==> src/rtl/apb_pkg.sv <==
// Shared APB master definitions: bus widths, slave map and FSM state encoding.
package apb_pkg;
  localparam int ADDR_W      = 32;
  localparam int DATA_W      = 32;
  localparam int SLV_SEL_LSB = 12;

  // Slave map
  localparam int SLV_UART = 0;
  localparam int SLV_GPIO = 1;

  typedef enum logic [1:0] {
    IDLE   = 2'd0,
    SETUP  = 2'd1,
    ACCESS = 2'd2,
    RESP   = 2'd3
  } apb_state_e;
endpackage

==> src/rtl/apb_master_decode.sv <==
// Slave decode: index -> one-hot psel, out-of-range flag, and the return-path
// mux that selects prdata/pready/pslverr of the addressed slave only.
module apb_master_decode
  import apb_pkg::*;
#(
  parameter int NUM_SLV = 2,
  parameter int IDX_W   = 2
)(
  input  logic [IDX_W-1:0]          i_idx,
  input  logic [DATA_W*NUM_SLV-1:0] i_prdata,
  input  logic [NUM_SLV-1:0]        i_pready,
  input  logic [NUM_SLV-1:0]        i_pslverr,
  output logic [NUM_SLV-1:0]        o_sel,
  output logic                      o_dec_err,
  output logic [DATA_W-1:0]         o_rdata,
  output logic                      o_ready,
  output logic                      o_slverr
);

  // One-hot select and return mux; an index with no matching slave flags an error
  always_comb begin
    o_sel     = '0;
    o_dec_err = 1'b1;
    o_rdata   = '0;
    o_ready   = 1'b0;
    o_slverr  = 1'b0;
    for (int i = 0; i < NUM_SLV; i++) begin
      if (i_idx == IDX_W'(i)) begin
        o_sel[i]  = 1'b1;
        o_dec_err = 1'b0;
        o_rdata   = i_prdata[DATA_W*i +: DATA_W];
        o_ready   = i_pready[i];
        o_slverr  = i_pslverr[i];
      end
    end
  end

endmodule

==> src/rtl/apb_master.sv <==
// APB master bridge: one command at a time through IDLE/SETUP/ACCESS/RESP.
// Optional ACCESS timeout enabled by defining APB_MASTER_TIMEOUT_EN.
module apb_master
  import apb_pkg::*;
#(
  parameter int NUM_SLV        = 2,
  parameter int SLV_SEL_LSB    = apb_pkg::SLV_SEL_LSB,
  parameter int TIMEOUT_CYCLES = 16
)(
  input  logic                      clk,
  input  logic                      rst,
  // command channel
  input  logic                      req_valid,
  output logic                      req_ready,
  input  logic                      req_write,
  input  logic [ADDR_W-1:0]         req_addr,
  input  logic [DATA_W-1:0]         req_wdata,
  // response channel
  output logic                      rsp_valid,
  input  logic                      rsp_ready,
  output logic [DATA_W-1:0]         rsp_rdata,
  output logic                      rsp_err,
  // APB
  output logic [ADDR_W-1:0]         paddr,
  output logic [NUM_SLV-1:0]        psel,
  output logic                      penable,
  output logic                      pwrite,
  output logic [DATA_W-1:0]         pwdata,
  input  logic [DATA_W*NUM_SLV-1:0] prdata,
  input  logic [NUM_SLV-1:0]        pready,
  input  logic [NUM_SLV-1:0]        pslverr
);

  // The index field is one bit wider than strictly needed for NUM_SLV slaves
  // whenever NUM_SLV is a power of two, so addresses beyond the last slave
  // decode as errors instead of aliasing onto a real slave.
  localparam int IDX_W = (NUM_SLV < 1) ? 1 : $clog2(NUM_SLV + 1);

  if (NUM_SLV < 1 || TIMEOUT_CYCLES < 1) begin : g_bad_cfg
    $error("apb_master: NUM_SLV and TIMEOUT_CYCLES must be >= 1");
  end

  apb_state_e          r_state;
  logic [NUM_SLV-1:0]  r_psel;
  logic                r_penable;
  logic                r_pwrite;
  logic [ADDR_W-1:0]   r_paddr;
  logic [DATA_W-1:0]   r_pwdata;
  logic                r_rsp_valid;
  logic [DATA_W-1:0]   r_rsp_rdata;
  logic                r_rsp_err;

  logic [IDX_W-1:0]    w_idx;
  logic [NUM_SLV-1:0]  w_sel;
  logic                w_dec_err;
  logic [DATA_W-1:0]   w_rdata;
  logic                w_ready;
  logic                w_slverr;
  logic                w_tout;

  // In IDLE decode the incoming command; afterwards decode the latched address
  assign w_idx = (r_state == IDLE) ? req_addr[SLV_SEL_LSB +: IDX_W]
                                   : r_paddr[SLV_SEL_LSB +: IDX_W];

  apb_master_decode #(
    .NUM_SLV (NUM_SLV),
    .IDX_W   (IDX_W)
  ) u_decode (
    .i_idx     (w_idx),
    .i_prdata  (prdata),
    .i_pready  (pready),
    .i_pslverr (pslverr),
    .o_sel     (w_sel),
    .o_dec_err (w_dec_err),
    .o_rdata   (w_rdata),
    .o_ready   (w_ready),
    .o_slverr  (w_slverr)
  );

`ifdef APB_MASTER_TIMEOUT_EN
  localparam int TCNT_W = $clog2(TIMEOUT_CYCLES + 1);
  logic [TCNT_W-1:0] r_tcnt;

  // Abort on the ACCESS cycle that brings the no-pready count up to TIMEOUT_CYCLES
  assign w_tout = (r_state == ACCESS) && !w_ready &&
                  (r_tcnt == TCNT_W'(TIMEOUT_CYCLES - 1));

  // Count ACCESS cycles without pready; cleared on the way into ACCESS
  always_ff @(posedge clk or negedge rst) begin
    if (!rst)                              r_tcnt <= '0;
    else if (r_state == SETUP)             r_tcnt <= '0;
    else if (r_state == ACCESS && !w_ready) r_tcnt <= r_tcnt + 1'b1;
  end
`else
  assign w_tout = 1'b0;
`endif

  // Main transfer FSM with registered APB and response outputs
  always_ff @(posedge clk or negedge rst) begin
    if (!rst) begin
      r_state     <= IDLE;
      r_psel      <= '0;
      r_penable   <= 1'b0;
      r_pwrite    <= 1'b0;
      r_paddr     <= '0;
      r_pwdata    <= '0;
      r_rsp_valid <= 1'b0;
      r_rsp_rdata <= '0;
      r_rsp_err   <= 1'b0;
    end else begin
      case (r_state)
        IDLE: begin
          if (req_valid) begin
            r_paddr  <= req_addr;
            r_pwdata <= req_wdata;
            r_pwrite <= req_write;
            if (w_dec_err) begin
              // No slave behind this index: answer locally, no bus cycle
              r_rsp_valid <= 1'b1;
              r_rsp_err   <= 1'b1;
              r_rsp_rdata <= '0;
              r_state     <= RESP;
            end else begin
              r_psel  <= w_sel;
              r_state <= SETUP;
            end
          end
        end
        SETUP: begin
          r_penable <= 1'b1;
          r_state   <= ACCESS;
        end
        ACCESS: begin
          if (w_ready) begin
            r_psel      <= '0;
            r_penable   <= 1'b0;
            r_rsp_valid <= 1'b1;
            r_rsp_err   <= w_slverr;
            r_rsp_rdata <= r_pwrite ? '0 : w_rdata;
            r_state     <= RESP;
          end else if (w_tout) begin
            r_psel      <= '0;
            r_penable   <= 1'b0;
            r_rsp_valid <= 1'b1;
            r_rsp_err   <= 1'b1;
            r_rsp_rdata <= '0;
            r_state     <= RESP;
          end
        end
        RESP: begin
          if (rsp_ready) begin
            r_rsp_valid <= 1'b0;
            r_state     <= IDLE;
          end
        end
        default: r_state <= IDLE;
      endcase
    end
  end

  assign req_ready = (r_state == IDLE);
  assign rsp_valid = r_rsp_valid;
  assign rsp_rdata = r_rsp_rdata;
  assign rsp_err   = r_rsp_err;
  assign paddr     = r_paddr;
  assign psel      = r_psel;
  assign penable   = r_penable;
  assign pwrite    = r_pwrite;
  assign pwdata    = r_pwdata;

endmodule

==> config.mk <==
export PLATFORM = sky130hd
export DESIGN_NAME = apb_master
export DESIGN_NICKNAME = d
export VERILOG_FILES = /design/src/rtl/apb_pkg.sv /design/src/rtl/apb_master_decode.sv /design/src/rtl/apb_master.sv
export SDC_FILE = /design/constraint.sdc
export NUM_CORES = 1
export LEC_CHECK = 0
export BUFFER_PORTS_ARGS = -buffer_cell sky130_fd_sc_hd__buf_2
export CORE_UTILIZATION = 26
export DETAILED_ROUTE_END_ITERATION = 10
export GPL_ROUTABILITY_DRIVEN = 0
export PLACE_DENSITY = 0.57
export SYNTH_ARGS = -nofsm -noshare
export SYNTH_HDL_FRONTEND = slang
export SYNTH_SLANG_ARGS = --single-unit
==> constraint.sdc <==
create_clock -name clk -period 2.5 [get_ports clk]
set_input_delay 0.375 -clock clk [delete_from_list [all_inputs] [get_ports clk]]
set_output_delay 0.375 -clock clk [all_outputs]
set_load 0.01 [all_outputs]
==> reports/summary.txt <==
result of the run = finished, final reports clean
beginning of the worst register-to-register path = r_state[0]
antenna violations before repair = 1
insertion delay to the later sink of the worst-skew pair = 0.34 ns
worst-case setup margin in the final layout = 0.1932 ns
register area share after synthesis = 59.28%
kind of launch point of the worst setup path = flop
warning count from the yosys run = 0
number of global-route vias before repair = 3567
count of state elements after synthesis = 104
setup repair after global routing missed its margin = no
grt ovf = 0
endpoint class of the critical path = flop
Nets = 685
clock-pin slew of the registers on the worst-case setup and hold paths = 0.07 ns
number of iterations in the first detailed-routing pass = 4
worst-path fanout max = 32
number of fill cells = 1630
Num Clock Sinks = 104
maximum VDD drop = 0.6227 mV
Mapped Nets = 451
first-iteration detailed-routing DRC count = 84
number of max-cap violations = 0
number of H-tree levels = 3
worst-case clock skew = 0.008435 ns
dpl hpwl = 8.312 mm
Pwr Density = 1304 nW/um^2
most used cells in the layout excluding fill and tap cells = 238 x sky130_fd_sc_hd__buf_2, 104 x sky130_fd_sc_hd__dfrtp_1, 64 x sky130_fd_sc_hd__mux2_2, 64 x sky130_fd_sc_hd__a22o_1, 11 x sky130_fd_sc_hd__inv_1
Slew @ Worst Pin = 0.6853 ns
Tightest Hold Check Type = in -> async
Syn Area/Cell = 14.16 um^2
final period utilization = 92.27%
static leakage power = 3.162 nW
EDFF count, synth = 0
Worst Setup Path Type = reg -> reg
most common cell after layout, fill and taps aside = sky130_fd_sc_hd__buf_2
CP max stage cell = sky130_fd_sc_hd__or3b_1
starting density of the core = 26.57%
synthesized area = 4390 um^2
global-route wire length before repair = 18.12 mm
height of the die = 131.9 um
flop-to-flop setup slack = 0.19 ns
routed wire length per instance = 14.73 um
Slew headroom = 54.31%
WL final = 11.32 mm
cell chosen for the clock root = sky130_fd_sc_hd__clkbuf_16
per-cell via count in the routed design = 4.544
CP arrival = 2.58 ns
clock tree from TritonCTS = built
fraction of layout instances using a drive strength above 1 = 61.02%
number of nets still failing antenna checks after routing = 0
count of cells along the worst register-to-register path = 7
number of antenna repair diodes = 0
Site Rows = 47
Top FF cell, synth = sky130_fd_sc_hd__dfrtp_1
end of the critical path = rsp_rdata[4]
number of remaining DRC errors = 0
overall routing resource usage = 13.12%
series of cell instances along the critical path = inv_1 > ha_1 > or3b_1 > a21bo_2 > a2111oi_4 > buf_12 > a22o_1
I/O pin total = 240
pin count of the biggest net entering global routing = 62
Distinct cells, synth = 36
worst setup slack before clock tree synthesis = -0.01772 ns
Fin Hold WS = 0.03366 ns
Reg-to-Reg End = rsp_rdata[4]
required time of the critical path = 2.77 ns
number of setup violations in the final report = 0
shortest period the worst path allows = 2.307 ns
port buffer count = 239
total CTS buffers = 9
Critical Path Start = r_state[0]
Core Region = 16520 um^2
Area Overhead vs Synth = 39.70%
area enclosed by the die boundary = 17410 um^2
final-report max-slew violation count = 0
top achievable clock speed = 0.4335 GHz
routed via count = 3494
Largest stage delay, worst path = 0.41 ns
Die Wd = 131.9 um
endpoints failing hold = 0
Post-synth ARST share = 100.0%
Longest Clk Path Bufs = 2
Syn Inst Count = 310
-- per-stage QoR --
| step | power [W] | cell area (um^2) | TNS (ns) | instances | utilization [%] |
|---|---|---|---|---|---|
| after floorplan | 0.005287 | 4390 | 0 | 310 | - |
| after global placement | 0.006606 | 5833 | 0 | 753 | 35.30 |
| after detailed placement | 0.006701 | 5833 | -0.05243 | 753 | 35.30 |
| after CTS | 0.008112 | 6125 | 0 | 769 | 37.06 |
| after global routing | 0.008531 | 6133 | 0 | 769 | 37.12 |
| final | 0.007995 | 6133 | 0 | 769 | 37.12 |
-- layer usage --
layer,track usage [%],part of all wire [%]
met2,21.96,50
met4,5.426,1.6
met5,0,0.11
met3,4.191,7.5
met1,15.52,41
-- cell type report --
| type | instances | area [um^2] | area share (%) |
|---|---|---|---|
| Sequential cell | 104 | 2603 | 42.43 |
| Multi-Input combinational cell | 172 | 1643 | 26.79 |
| Timing Repair Buffer | 246 | 1289 | 21.01 |
| Tap cell | 220 | 275.3 | 4.488 |
| Clock buffer | 10 | 239.0 | 3.896 |
| Clock inverter | 6 | 43.79 | 0.7140 |
| Inverter | 11 | 41.29 | 0.6732 |
-- report_power, final --
part	total (W)	leakage, nW	switching (W)	internal, W
clock network	0.00134	0.139	0.000629	0.000706
logic	0.00371	1.73	0.00188	0.00183
registers	0.00295	1.29	0.000433	0.00252
-- synthesized netlist by cell type, drive strengths merged (3+ instances only) --
master	instances	area (um^2)
dfrtp	104	2603
a22o	64	560.5
mux2	64	720.7
clkbuf	12	45.04
buf	11	78.82
inv	11	41.29
ha	4	50.05
nand2	4	15.01
nor2	4	15.01
a21oi	3	15.01
o22ai	3	18.77
-- state kept, by name (all words and copies together), names as in the netlist --
register and count:
paddr 32, pwdata 32, penable 1, rsp_valid 1, r_state 2, psel 2, rsp_rdata 32, pwrite 1
rsp_err 1
-- worst min-delay path by stage --
stage / end / from / depth (start not counted)
after detailed placement: pwdata[5] / rst / 1
after CTS: pwdata[5] / rst / 1
after floorplan: paddr[0] / rst / 0
after global placement: pwdata[4] / rst / 1
final: pwdata[5] / rst / 1
after global routing: pwdata[0] / rst / 1
-- cells by family after synthesis --
logic type	synth area share (%)
flops	59.28
compound gates	16.99
mux	16.87
buf+inv	3.762
simple gates	1.967
fa+ha+maj	1.140
-- what timing repair did --
action | in CTS | in global routing
setup endpoints to repair | 32 | 33
buffers inserted | 0 | 0
hold endpoints to repair | 0 | 0
gates resized for setup | 1 | 3
hold buffers | 0 | 0
-- worst max-delay path: cells and delay by family (launching register included) --
| kind | cells | cell delay, ns |
|---|---|---|
| buffers and inverters | 2 | 0.31 |
| adder cells (fa/ha/maj) | 1 | 0.25 |
| AND/OR/NAND/NOR | 1 | 0.41 |
| AO/OA/AOI/OAI | 3 | 0.84 |
| flip-flops | 1 | 0.40 |
Power figures use the tool's default switching activity.
